## config.mk

```make
export PLATFORM = sky130hd
export DESIGN_NAME = cache_ctrl
export DESIGN_NICKNAME = d
export VERILOG_FILES = /design/src/rtl/cache_ctrl.sv
export SDC_FILE = /design/constraint.sdc
export NUM_CORES = 1
export LEC_CHECK = 0
export BUFFER_PORTS_ARGS = -buffer_cell sky130_fd_sc_hd__buf_2
export CORE_AREA = 2 2 89 91
export CTS_BUF_LIST = sky130_fd_sc_hd__clkbuf_2
export CTS_CLUSTER_SIZE = 10
export DETAILED_ROUTE_END_ITERATION = 8
export DIE_AREA = 0 0 91 93
export PLACE_DENSITY = 0.85
export SYNTH_ARGS = -nofsm -noshare
export SYNTH_HDL_FRONTEND = slang
export SYNTH_SLANG_ARGS = --single-unit
```

## constraint.sdc

```tcl
create_clock -name clk -period 2.9 [get_ports clk]
set_input_delay 0 -clock clk [delete_from_list [all_inputs] [get_ports clk]]
set_output_delay 0 -clock clk [all_outputs]
set_load 0.01 [all_outputs]
```

## src/rtl/cache_ctrl.sv

```systemverilog
// Cache controller: sequences compare, write-back and line-fill traffic between a CPU port,
// a single direct-mapped set array and a word-addressed backing memory.
module cache_ctrl (
   input  logic        clk,
   input  logic        rst_n,
   // CPU side
   input  logic        cpu_req,
   input  logic        cpu_we,
   input  logic [9:0]  cpu_addr,
   input  logic [15:0] cpu_wdata,
   output logic [15:0] cpu_rdata,
   output logic        cpu_ready,
   output logic        busy,
   // Set array side
   output logic [2:0]  set_sel,
   output logic        set_enable,
   output logic [1:0]  set_word,
   output logic        set_cmp,
   output logic        set_write,
   output logic [4:0]  set_tag,
   output logic [15:0] set_data_in,
   output logic        set_valid_in,
   input  logic        set_hit,
   input  logic        set_dirty,
   input  logic        set_valid,
   input  logic        set_ack,
   input  logic [4:0]  set_tag_out,
   input  logic [15:0] set_data_out,
   // Memory side
   output logic        mem_req,
   output logic        mem_we,
   output logic [9:0]  mem_addr,
   output logic [15:0] mem_wdata,
   input  logic [15:0] mem_rdata,
   input  logic        mem_ack
);

   typedef enum logic [2:0] {
      StIdle, StCmp, StWbRd, StWbMem, StAlMem, StAlWr, StDone
   } state_e;

   state_e      state_q, state_d;
   logic [1:0]  k_q, k_d;
   logic        we_q, we_d;
   logic [9:0]  addr_q, addr_d;
   logic [15:0] wdata_q, wdata_d;
   logic [4:0]  wb_tag_q, wb_tag_d;
   logic [15:0] wb_data_q, wb_data_d;
   logic [15:0] fill_q, fill_d;
   logic [15:0] rdata_q, rdata_d;
   logic        gap_q, gap_d;

   logic [4:0]  req_tag;
   logic [2:0]  req_index;
   logic [1:0]  req_word;
   logic        set_go;
   logic        mem_go;

   assign req_tag   = addr_q[9:5];
   assign req_index = addr_q[4:2];
   assign req_word  = addr_q[1:0];

   // gap_q forces one low cycle after every accepted ack, so a request always drops
   // before the next one rises, even between back-to-back set or memory states.
   assign set_enable = ((state_q == StCmp) || (state_q == StWbRd) || (state_q == StAlWr))
                       && !gap_q;
   assign mem_req    = ((state_q == StWbMem) || (state_q == StAlMem)) && !gap_q;
   assign set_go     = set_enable & set_ack;
   assign mem_go     = mem_req & mem_ack;

   assign busy      = (state_q != StIdle);
   assign cpu_ready = (state_q == StDone);
   assign cpu_rdata = rdata_q;

   always_ff @(posedge clk or negedge rst_n) begin
      if (!rst_n) begin
         state_q   <= StIdle;
         k_q       <= 2'd0;
         we_q      <= 1'b0;
         addr_q    <= 10'd0;
         wdata_q   <= 16'd0;
         wb_tag_q  <= 5'd0;
         wb_data_q <= 16'd0;
         fill_q    <= 16'd0;
         rdata_q   <= 16'd0;
         gap_q     <= 1'b0;
      end else begin
         state_q   <= state_d;
         k_q       <= k_d;
         we_q      <= we_d;
         addr_q    <= addr_d;
         wdata_q   <= wdata_d;
         wb_tag_q  <= wb_tag_d;
         wb_data_q <= wb_data_d;
         fill_q    <= fill_d;
         rdata_q   <= rdata_d;
         gap_q     <= gap_d;
      end
   end

   always_comb begin
      state_d      = state_q;
      k_d          = k_q;
      we_d         = we_q;
      addr_d       = addr_q;
      wdata_d      = wdata_q;
      wb_tag_d     = wb_tag_q;
      wb_data_d    = wb_data_q;
      fill_d       = fill_q;
      rdata_d      = rdata_q;
      gap_d        = 1'b0;
      set_sel      = 3'd0;
      set_word     = 2'd0;
      set_cmp      = 1'b0;
      set_write    = 1'b0;
      set_tag      = 5'd0;
      set_data_in  = 16'd0;
      set_valid_in = 1'b0;
      mem_we       = 1'b0;
      mem_addr     = 10'd0;
      mem_wdata    = 16'd0;

      unique case (state_q)
         StIdle: begin
            if (cpu_req) begin
               we_d    = cpu_we;
               addr_d  = cpu_addr;
               wdata_d = cpu_wdata;
               state_d = StCmp;
            end
         end

         StCmp: begin
            set_sel     = req_index;
            set_word    = req_word;
            set_cmp     = 1'b1;
            set_write   = we_q;
            set_tag     = req_tag;
            set_data_in = wdata_q;
            if (set_go) begin
               gap_d = 1'b1;
               k_d   = 2'd0;
               if (set_hit && set_valid) begin
                  if (!we_q) rdata_d = set_data_out;
                  state_d = StDone;
               end else if (set_valid && set_dirty) begin
                  state_d = StWbRd;
               end else begin
                  state_d = StAlMem;
               end
            end
         end

         StWbRd: begin
            set_sel  = req_index;
            set_word = k_q;
            if (set_go) begin
               gap_d     = 1'b1;
               wb_tag_d  = set_tag_out;
               wb_data_d = set_data_out;
               state_d   = StWbMem;
            end
         end

         StWbMem: begin
            mem_we    = 1'b1;
            mem_addr  = {wb_tag_q, req_index, k_q};
            mem_wdata = wb_data_q;
            if (mem_go) begin
               gap_d = 1'b1;
               if (k_q == 2'd3) begin
                  k_d     = 2'd0;
                  state_d = StAlMem;
               end else begin
                  k_d     = k_q + 2'd1;
                  state_d = StWbRd;
               end
            end
         end

         StAlMem: begin
            mem_addr = {req_tag, req_index, k_q};
            if (mem_go) begin
               gap_d   = 1'b1;
               fill_d  = mem_rdata;
               state_d = StAlWr;
            end
         end

         StAlWr: begin
            set_sel      = req_index;
            set_word     = k_q;
            set_write    = 1'b1;
            set_tag      = req_tag;
            set_data_in  = fill_q;
            set_valid_in = 1'b1;
            if (set_go) begin
               gap_d = 1'b1;
               if (k_q == 2'd3) begin
                  // Line fully refilled: retry the original compare, which now hits.
                  k_d     = 2'd0;
                  state_d = StCmp;
               end else begin
                  k_d     = k_q + 2'd1;
                  state_d = StAlMem;
               end
            end
         end

         StDone: begin
            state_d = StIdle;
         end

         default: begin
            state_d = StIdle;
         end
      endcase
   end

endmodule

```

## Word level (Yosys, flattened, before mapping)

Index checks and enable logic that the tools add are counted.

| cells by class | value |
|---|---|
| equality and inequality tests | 13 |
| add/subtract/negate cells | 1 |
| multiplexer cells | 29 |
| reductions and logical operators | 21 |
| bitwise logic cells | 3 |

Operators with widths:

| kind | count |
|---|---|
| two-way mux 3 bit | 11 |
| one-hot mux 16 bit (2 select lines) | 1 |
| one-hot mux 10 bit (2 select lines) | 1 |
| one-hot mux 3 bit (6 select lines) | 1 |
| two-way mux 16 bit | 1 |
| != test 2 bit, second input constant | 6 |
| == test 3 bit, second input constant | 3 |
| two-way mux 2 bit | 4 |
| AND reduction 4 bit | 2 |
| == test 3 x 2 -> 1 bit, second input constant | 2 |
| one-hot mux 2 bit (3 select lines) | 1 |
| AND reduction 2 bit | 3 |
| AND reduction 6 bit | 1 |
| nonzero test 3 bit | 2 |
| OR reduction 2 bit | 3 |
| two-way mux 1 bit | 5 |
| two-way mux 5 bit | 1 |
| logical AND 1 bit | 4 |
| one-hot mux 1 bit (2 select lines) | 2 |
| one-hot mux 2 bit (2 select lines) | 1 |
| == test 3 x 1 -> 1 bit, second input constant | 1 |
| logical NOT 3 bit | 1 |
| logical OR 1 bit | 3 |
| OR reduction 3 bit | 1 |
| other kinds (5) | 6 |

| word-level totals | value |
|---|---|
| register bits | 86 |
| output and inout port bits | 76 |

## Longest topological paths before layout

Gate-level depths: netlist of run 1.

| depth | value |
|---|---|
| depth after elaboration | 7 |
| mapped depth | 6 |
| gate-level depth less buffers | 4 |

## Least setup slack after synthesis of run 1

OpenSTA, ideal clock, no wires.

| path | value |
|---|---|
| path kind | register to register |
| from | register state_q[1] |
| to | register addr_q[2] |
| slack | 1.124 ns |
| library setup time | 0.125 ns |
| required time | 2.775 ns |
| data arrival time | 1.651 ns |
| cell stages (with the launch flop) | 6 |
| cell sequence | dfrtp_1 > buf_2 > or3_4 > nor2_4 > buf_4 > mux2_2 |

| on the way | value |
|---|---|
| longest elaborated chain between the ends | 2 |

RTL lines:

| element | RTL line | RTL |
|---|---|---|
| start: declaration | 42 | `state_e state_q, state_d;` |
| start signal: assignment | 77 | `state_q <= StIdle;` |
| start signal: assignment | 88 | `state_q <= state_d;` |
| logical NOT 3 bit | 123 | `unique case (state_q)` |
| AND reduction 2 bit (no source line) | -- |  |
| end signal: assignment | 91 | `addr_q <= addr_d;` |
| end: declaration | 45 | `logic [9:0] addr_q, addr_d;` |

Every way passes these cells.
A chain may end at the register's enable or synchronous reset.

## Final worst setup path of run 1

| path | value |
|---|---|
| from | register state_q[1] |
| to | register addr_q[9] |

The elaborated chain is that of the path after synthesis.

==> results.json, run 1 <==
{
  "htree_num_levels": 3,
  "grt_util_met1": 0.3127,
  "finalInstanceArea_sq_um": 5803,
  "hold_class": "in -> reg",
  "crit_path_end_kind": "flip-flop",
  "worstSetupPathType": "reg -> reg",
  "clock-sinks": 86,
  "fin_nets": 620,
  "die_x_um": 91,
  "portBuffers": 147,
  "io_pins": 148,
  "grt_pass1_wl_mm": 17.61,
  "rows": 32,
  "via_per_inst": 5.296,
  "top_usage_layer": "met2",
  "post_cts_buffers": 0,
  "critPathTopFamily": "simple AND/OR/NAND/NOR gates",
  "max_slew_margin": 0.2955,
  "grt_usage": 0.2692,
  "syn_to_final_growth_pct": 42.75,
  "slowest_delay_ns": 0.61,
  "ys_seq_area_frac": 0.5294,
  "dr.pass1.iters": 5,
  "met3_usage": 0.06769,
  "grt_max_degree": 87,
  "hold_viol": 0,
  "gp_congestion": 0.8682,
  "syn_area_sq_um": 4065,
  "antenna_found_initial": 1,
  "fmax_mhz": 400.3,
  "num_vias": 3469,
  "dieArea_sq_um": 8463,
  "fin_ws_ns": 0.4020,
  "tritoncts": "built",
  "synth_top_flop_cell": "dfrtp_1",
  "ys_async_sr_fraction": 1.000,
  "cts_resized": 0,
  "setup_tns_ns": 0,
  "outcome": "finished clean",
  "start_util": 0.5401,
  "min_period_ns": 2.498,
  "post-route-util": 0.7709,
  "yosys_warnings": 0,
  "drtAntennaViolNets": 0,
  "critPathArrivalTime_ns": 2.92,
  "cts_max_path_buffers": 2,
  "drtIter0Drc": 177,
  "dp_hpwl_mm": 6.677,
  "maxCapViolCount": 0,
  "postPlaceCellArea_sq_um": 4877,
  "p_leak_nw": 2.929,
  "fin_crit_sh": 0.8614,
  "start_kind": "flip-flop",
  "syn_nets": 393,
  "yosys.cell_types.count": 38,
  "cts_root_buffer": "clkbuf_2",
  "ir_drop_uv": 566.7,
  "powerDensity_nw_per_um2": 930.8,
  "synth-seq-cells": 86,
  "slew_viol_final": 0,
  "required_ns": 3.32,
  "grt_pass1_vias": 3569,
  "core_sq_um": 7527,
  "drc_errors": 0,
  "synth_enable_flop_cells": 0,
  "numCtsBuffers": 9,
  "synth_cells": 320,
  "clock_skew_ns": 0.03019,
  "wl_mm": 11.04,
  "finalSetupViolations": 0,
  "worst_slew_pin_slew_ns": 1.057,
  "finalPower_mw": 5.401,
  "wl_per_cell_um": 16.85,
  "rsz0062_at_grt": "no",
  "crit_slowest_cell": "dfrtp_1",
  "layout-drive-gt1-share": 0.4438,
  "dp_slack_ns": 0.6867,
  "grt_overflow": 0,
  "avgSynthCellArea_sq_um": 12.70,
  "clk_pin_slew_ns": 0.24,
  "die_h_um": 93,
  "crit_buf_inv": 1,
  "clkLatencyLatePin_ns": 0.54,
  "path_max_fanout": 19,
  "gr-usage-met2": 0.4735,
  "path_cells": "or3_4 > nor2_4 > mux2_2 > dlygate4sd3_1"
}
==> power by group <==
part | switching (mW) | internal [mW] | leakage [nW]
registers | 0.408 | 1.79 | 1.05
logic | 1.23 | 1.36 | 1.81
clock network | 0.403 | 0.199 | 0.0656
==> sequential cells by signal, summed over array words and instances (netlist names) <==
| register | flops |
|---|---|
| addr_q | 10 |
| cpu_rdata | 16 |
| fill_q | 16 |
| gap_q | 1 |
| k_q | 2 |
| state_q | 3 |
| wb_data_q | 16 |
| wb_tag_q | 5 |
| wdata_q | 16 |
| we_q | 1 |
==> worst paths after layout <==
path / startpoint / end / cells past startpoint / slack, ns
max in group asynchronous: rst_n / addr_q[9]$_DFFE_PN0P_ / 2 / 2.06
max: state_q[1]$_DFFE_PN0P_ / addr_q[9]$_DFFE_PN0P_ / 4 / 0.40
min reg2reg: wb_data_q[12]$_DFFE_PN0P_ / wb_data_q[12]$_DFFE_PN0P_ / 1 / 0.53
min in group asynchronous: rst_n / wdata_q[1]$_DFFE_PN0P_ / 2 / 0.17
max reg2reg: state_q[1]$_DFFE_PN0P_ / addr_q[9]$_DFFE_PN0P_ / 4 / 0.40
min: cpu_req / state_q[2]$_DFFE_PN0P_ / 5 / 0.1
==> per-layer routing <==
| layer | up-vias | routed length [um] | part of all wire |
|---|---|---|---|
| met1 | 1685 | 4141 | 0.38 |
| li1 | 1588 | - | - |
| met2 | 157 | 5855 | 0.53 |
| met5 | - | 0 | 0 |
| met3 | 39 | 617 | 0.056 |
| met4 | 0 | 422 | 0.038 |
==> tightest hold or removal path, delay by kind of cell <==
family / cells / cell delay [ns]
buf+inv: 1 / 0.11
compound gates: 3 / 0.34
simple gates: 1 / 0.19
==> synthesized netlist by cell type, types with 2 or more instances <==
master,count,area [sq um]
inv_1,4,15.01
o211ai_1,2,15.01
nand2b_1,3,18.77
buf_6,2,22.52
and2_1,22,137.6
nor2_1,24,90.09
nor3_1,2,10.01
nand3_1,3,15.01
mux2_2,70,788.3
o21ai_0,8,40.04
buf_2,7,35.03
nor2b_1,12,75.07
clkbuf_1,7,26.28
mux2i_1,20,200.2
nand2_1,9,33.78
a22o_1,5,43.79
mux2_1,11,123.9
dfrtp_1,86,2152
nor2_4,2,22.52
a21oi_1,3,15.01
==> cell families after synthesis <==
kind of cell / synth area share
and+or+nand+nor: 0.1299
buffers and inverters: 0.02616
AOI/OAI and AO/OA: 0.03786
adders and majority gates: 0.003077
muxes: 0.2736
DFF: 0.5294
==> repair_timing <==
action                                  in CTS  in global routing
hold buffers                                81                  0
endpoints found under the setup margin       0                  0
endpoints found under the hold margin      171                  0
==> final cells by class <==
type | count | area [sq um]
multi-input combinational | 213 | 1807
antenna | 1 | 2.502
clock inverter | 6 | 62.56
timing repair buffer | 233 | 1587
inverter | 4 | 15.01
sequential | 86 | 2152
tap | 102 | 127.6
clock buffer | 10 | 50.05
fill | 525 | 1724
==> metrics by stage <==
step / hold slack [ns] / std cells
6_report: 0.09979 / 655
2_1_floorplan: -0.2956 / 320
3_3_place_gp: 0.2121 / 557
5_1_grt: 0.08533 / 655
4_1_cts: 0.07508 / 654
3_5_place_dp: 0.2220 / 557
==> layout by cell type (no fill, tap or decap), types with 2 or more instances in the layout <==
cell,n
dfrtp_1,86
a22o_1,5
o21ai_0,8
mux2_2,70
nor2_1,24
buf_2,146
o211ai_1,2
inv_1,4
buf_4,6
nor3_1,2
dlygate4sd3_1,81
nand2b_1,3
nor2b_1,12
a21oi_1,3
nand3_1,3
nand2_1,9
clkbuf_2,10
and2_1,22
nor2_4,2
mux2i_1,20
clkinvlp_4,2
mux2_1,11
(Power assumes the default switching activity.)
==> inputs of run 2 (changes only) <==
CORE_AREA = 2 2 98 100   (was 2 2 89 91)
DIE_AREA = 0 0 100 102   (was 0 0 91 93)
PLACE_DENSITY = 0.74   (was 0.85)
clock period = 2.1 ns   (was 2.9 ns; I/O delays follow)
==> results.json, run 2 (synthesis gave the netlist of run 1 again) <==
{
  "rows": 35,
  "r2r-end": "wdata_q[12]$_DFFE_PN0P_",
  "path_cells": "and3b_1 > buf_4 > a22o_1 > buf_2",
  "critPathTopFamily": "flip-flops",
  "setup_tns_ns": 0,
  "clk_pin_slew_ns": 0.26,
  "reg2regPathDepth": 4,
  "critPathArrivalTime_ns": 1.97,
  "die_h_um": 102,
  "start_util": 0.4463,
  "highest_layer": "met4",
  "io_pins": 148,
  "crit_slowest_cell": "dfrtp_2",
  "combPwrFrac": 0.472,
  "drtAntennaViolNets": 0,
  "fmax_mhz": 506.6,
  "postPlaceCellArea_sq_um": 4959,
  "maxCapViolCount": 0,
  "mostFrequentLayoutCells": "buf_2 (146), dfrtp_1 (83), dlygate4sd3_1 (72)",
  "min_period_ns": 1.974,
  "holdPathStages": 5,
  "antenna_found_initial": 0,
  "portBuffers": 147,
  "nFillCells": 733,
  "power.switching_mw": 2.753,
  "p_int_mw": 4.593,
  "wl_met2_mm": 5.573,
  "ir_drop_uv": 603.1,
  "finalInstanceArea_sq_um": 5844,
  "min_from": "cpu_req",
  "grt_pass1_wl_mm": 16.77,
  "reg2reg_setup_slack_ns": 0.33,
  "dieArea_sq_um": 10200,
  "swShare": 0.3748,
  "die_x_um": 100,
  "drt-met1-wl_mm": 4.296,
  "grt_overflow": 0,
  "max_slew_margin": 0.7675,
  "cts_root_buffer": "clkbuf_2",
  "p_seq_frac": 0.410,
  "tritoncts": "built",
  "seqCellArea_sq_um": 2156,
  "rsz0062_at_grt": "no",
  "wl_per_cell_um": 15.71,
  "r2r-start": "state_q[1]$_DFFE_PN0P_",
  "multi_input_area_sq_um": 1807,
  "p_leak_nw": 2.945,
  "powerDensity_nw_per_um2": 1257,
  "grt_usage": 0.2106,
  "core_sq_um": 9109,
  "dr.pass1.iters": 4,
  "finalPower_mw": 7.346,
  "required_ns": 2.10,
  "drtIter0Drc": 112,
  "cts_max_path_buffers": 2,
  "gp_congestion": 0.8803,
  "slowest_delay_ns": 0.60,
  "hold_class": "in -> reg",
  "finalSetupViolations": 0,
  "num_vias": 3319,
  "slew_viol_final": 0,
  "crit_path_end_kind": "output pin",
  "numCtsBuffers": 9,
  "wl_mm": 10.42,
  "worst_slew_pin_slew_ns": 0.3482,
  "min_to": "wdata_q[0]$_DFFE_PN0P_",
  "drc_errors": 0,
  "start_kind": "flip-flop",
  "layout-drive-gt1-share": 0.4656,
  "clock_skew_ns": 0.02214,
  "cp.depth": 4,
  "grt_max_degree": 45,
  "worstSetupPathType": "reg -> out",
  "clkLatencyLatePin_ns": 0.52,
  "diodes": 0,
  "clkPwrFrac": 0.118,
  "clock-sinks": 86,
  "via_per_inst": 5.006,
  "hold_viol": 0,
  "fin_crit_sh": 0.9399,
  "fin_nets": 620,
  "htree_num_levels": 3,
  "outcome": "finished clean",
  "crit_buf_inv": 2,
  "wl_met3_um": 352,
  "dp_hpwl_mm": 6.798,
  "syn_to_final_growth_pct": 43.77,
  "grt_pass1_vias": 3448,
  "path_max_fanout": 23,
  "layout_commonest_cell": "buf_2"
}
## run 2: cell count changes in the layout (fill, tap and decap cells not counted), sizes merged
cell         previous run  this run
dlygate4sd3            81        72
clkbuf                 10         9
inv                     4         5
clkinvlp                2         3
buf                   152       161
clkinv                  3         2
diode                   1         0
## run 2: layout make-up
class | instances | share of cell area
tap | 111 | 0.02376
multi-input combinational | 213 | 0.3091
inverter | 4 | 0.002569
clock inverter | 7 | 0.01263
timing repair buffer | 233 | 0.2753
sequential | 86 | 0.3689
clock buffer | 9 | 0.007707
## run 2: power by group through the flow
stage,logic [mW],clock network (mW),registers [mW]
after detailed placement,3.31,0,3.04
after global placement,3.22,0,2.99
after CTS,3.44,0.898,3.00
final,3.47,0.864,3.02
after global routing,3.77,0.964,3.13
after floorplan,2.23,0,2.93
## run 2: metal layers
layer / track usage / up-vias
met2: 0.3815 / 79
li1: - / 1569
met4: 0.08219 / 0
met5: 0 / -
met3: 0.03557 / 15
met1: 0.2518 / 1656
## run 2: worst reg2reg max path, delay by kind of cell, from the launching register on
| family | cells | cell delay, ns |
|---|---|---|
| mux | 1 | 0.36 |
| buf+inv | 1 | 0.18 |
| simple gates | 2 | 0.57 |
| flops | 1 | 0.57 |
## run 2: worst max-delay path by stage
stage	from	to	slack, ns
3_5_place_dp	state_q[1]$_DFFE_PN0P_	fill_q[6]$_DFFE_PN0P_	0.26
2_1_floorplan	state_q[1]$_DFFE_PN0P_	addr_q[2]$_DFFE_PN0P_	0.32
6_report	state_q[1]$_DFFE_PN0P_	mem_addr[9]	0.13
4_1_cts	state_q[0]$_DFFE_PN0P_	mem_addr[9]	0.07
5_1_grt	state_q[0]$_DFFE_PN0P_	mem_wdata[15]	0.01
3_3_place_gp	state_q[1]$_DFFE_PN0P_	fill_q[12]$_DFFE_PN0P_	0.29
## run 2: what timing repair did
action,4_1_cts,5_1_grt
buffers inserted,0,2
hold buffers,73,0
pin swaps,0,1
gates resized for setup,2,1
endpoints found under the setup margin,21,9
endpoints found under the hold margin,172,0
## run 2: stage by stage
step,setup WS [ns],instances,hold WS [ns],util
detailed placement,0.2602,572,0.04539,0.5444
CTS,0.07410,661,0.03539,0.6398
global placement,0.2853,572,0.03902,0.5444
floorplan,0.3241,320,-0.2956,-
global route,0.01216,663,0.04605,0.6416
finish,0.1261,663,0.09606,0.6416
==> inputs of run 3 (changes only) <==
--- a/config.mk
+++ b/config.mk
@@ -7,10 +7,10 @@
 export LEC_CHECK = 0
 export BUFFER_PORTS_ARGS = -buffer_cell sky130_fd_sc_hd__buf_2
-export CORE_AREA = 2 2 98 100
+export CORE_AREA = 2 2 136 72
 export CTS_BUF_LIST = sky130_fd_sc_hd__clkbuf_2
 export CTS_CLUSTER_SIZE = 10
 export DETAILED_ROUTE_END_ITERATION = 8
-export DIE_AREA = 0 0 100 102
-export PLACE_DENSITY = 0.74
+export DIE_AREA = 0 0 138 74
+export PLACE_DENSITY = 0.75
 export SYNTH_ARGS = -nofsm -noshare
 export SYNTH_HDL_FRONTEND = slang
==> constraint.sdc (replaced) <==
create_clock -name clk -period 2.1 [get_ports clk]
set_input_delay 0 -clock clk [delete_from_list [all_inputs] [get_ports clk]]
set_output_delay 0 -clock clk [all_outputs]
set_load 0.1 [all_outputs]
==> results.json, run 3 (synthesis gave the netlist of run 1 again) <==
{
  "outcome": "finished clean",
  "fin_crit_sh": 0.9969,
  "fin_nets": 636,
  "fmax_mhz": 477.7,
  "dieArea_sq_um": 10210,
  "final_cells": 690,
  "drc_errors": 0,
  "dp_cells": 580,
  "postPlaceCellArea_sq_um": 5778,
  "finalInstanceArea_sq_um": 6980,
  "seqCellArea_sq_um": 2156,
  "die_x_um": 138,
  "grt_pass1_vias": 3705,
  "layout-drive-gt1-share": 0.5458,
  "mostFrequentLayoutCells": "buf_2 (86), dfrtp_1 (83), dlygate4sd3_1 (74)",
  "path_max_fanout": 7,
  "multi_input_area_sq_um": 1958,
  "wl_mm": 12.73,
  "crit_path_end_kind": "output pin",
  "rsz0062_at_grt": "yes",
  "wl_per_cell_um": 18.44,
  "maxCapViolCount": 0,
  "required_ns": 2.10,
  "via_per_inst": 5.045,
  "io_pins": 148,
  "min_period_ns": 2.094,
  "hold_viol": 0,
  "start_kind": "flip-flop",
  "fin_ws_ns": 0.006458,
  "antenna_found_initial": 0,
  "max_slew_margin": 0.6692,
  "core_sq_um": 9071,
  "rows": 25,
  "grt_usage": 0.2442,
  "nFillCells": 545,
  "layout_commonest_cell": "buf_2",
  "dp_slack_ns": 0.2177,
  "start_util": 0.4481,
  "tritoncts": "built",
  "worst_slew_pin_slew_ns": 0.4997,
  "clkLatencyLatePin_ns": 0.59,
  "clock-sinks": 86,
  "drtIter0Drc": 174,
  "num_vias": 3481,
  "cts_root_buffer": "clkbuf_2",
  "dp_hpwl_mm": 7.945,
  "cts_max_path_buffers": 2,
  "worstSetupPathType": "reg -> out",
  "dr.pass1.iters": 6,
  "grt_max_degree": 46,
  "clk_pin_slew_ns": 0.28,
  "grt_pass1_wl_mm": 19.13,
  "slew_viol_final": 0,
  "syn_to_final_growth_pct": 71.71,
  "critPathArrivalTime_ns": 2.09,
  "grt_overflow": 0,
  "htree_num_levels": 3,
  "gp_congestion": 0.8505,
  "hold_class": "in -> reg",
  "finalSetupViolations": 0,
  "portBuffers": 147,
  "clock_skew_ns": 0.02861,
  "numCtsBuffers": 9,
  "drtAntennaViolNets": 0,
  "die_h_um": 74
}
run 3: routing by layer:
layer / part of all wire / up-vias / track usage / routed length, um
met5: 0 / - / 0 / 0
met4: 0.018 / 0 / 0.07823 / 231
met3: 0.062 / 19 / 0.07598 / 787
met2: 0.50 / 113 / 0.4235 / 6300
met1: 0.42 / 1747 / 0.3015 / 5406
li1: - / 1602 / - / -
run 3: stage by stage:
stage,hold WS (ns),util,setup TNS (ns)
after floorplan,-0.2956,-,-3.510
after global placement,0.01867,0.6370,0
after detailed placement,0.02518,0.6370,0
after CTS,0.02774,0.7470,0
after global routing,0.09798,0.7692,-0.8522
final,0.1552,0.7695,0
run 3: worst max-delay path, stage by stage, from the launching register on:
cell and delay, ns:
dfrtp_2 0.54, buf_6 0.15, nor3b_4 0.22, buf_6 0.16
nor2_4 0.09, nor2b_4 0.14, buf_12 0.18
run 3: repair_timing:
| action | in CTS | in global routing |
|---|---|---|
| gates resized for setup | 20 | 32 |
| hold buffers | 74 | 1 |
| setup endpoints to repair | 57 | 38 |
| buffers inserted | 11 | 8 |
| endpoints found under the hold margin | 172 | 1 |
| pin swaps | 1 | 5 |
run 3: final cells by class:
type / count / share of cell area
sequential: 86 / 0.3088
clock buffer: 9 / 0.006453
timing repair buffer: 249 / 0.3710
inverter: 4 / 0.002151
clock inverter: 7 / 0.008962
multi-input combinational: 213 / 0.2805
tap: 121 / 0.02169
antenna: 1 / 0.0003585
run 3: final timing paths:
kind	from	to	slack [ns]	cells past startpoint
worst max-delay path	state_q[0]$_DFFE_PN0P_	mem_addr[2]	0.006	6
worst min-delay path	cpu_addr[9]	addr_q[9]$_DFFE_PN0P_	0.16	3
worst max register to register	state_q[0]$_DFFE_PN0P_	state_q[0]$_DFFE_PN0P_	0.02	6
worst min register to register	wdata_q[10]$_DFFE_PN0P_	wdata_q[10]$_DFFE_PN0P_	0.52	1
max in group asynchronous	rst_n	state_q[1]$_DFFE_PN0P_	1.38	4
min in group asynchronous	rst_n	cpu_rdata[11]$_DFFE_PN0P_	0.46	4
Power of run 3 is not shown: default switching activity piles up to over one toggle a cycle in this logic, so the estimate is an artifact.
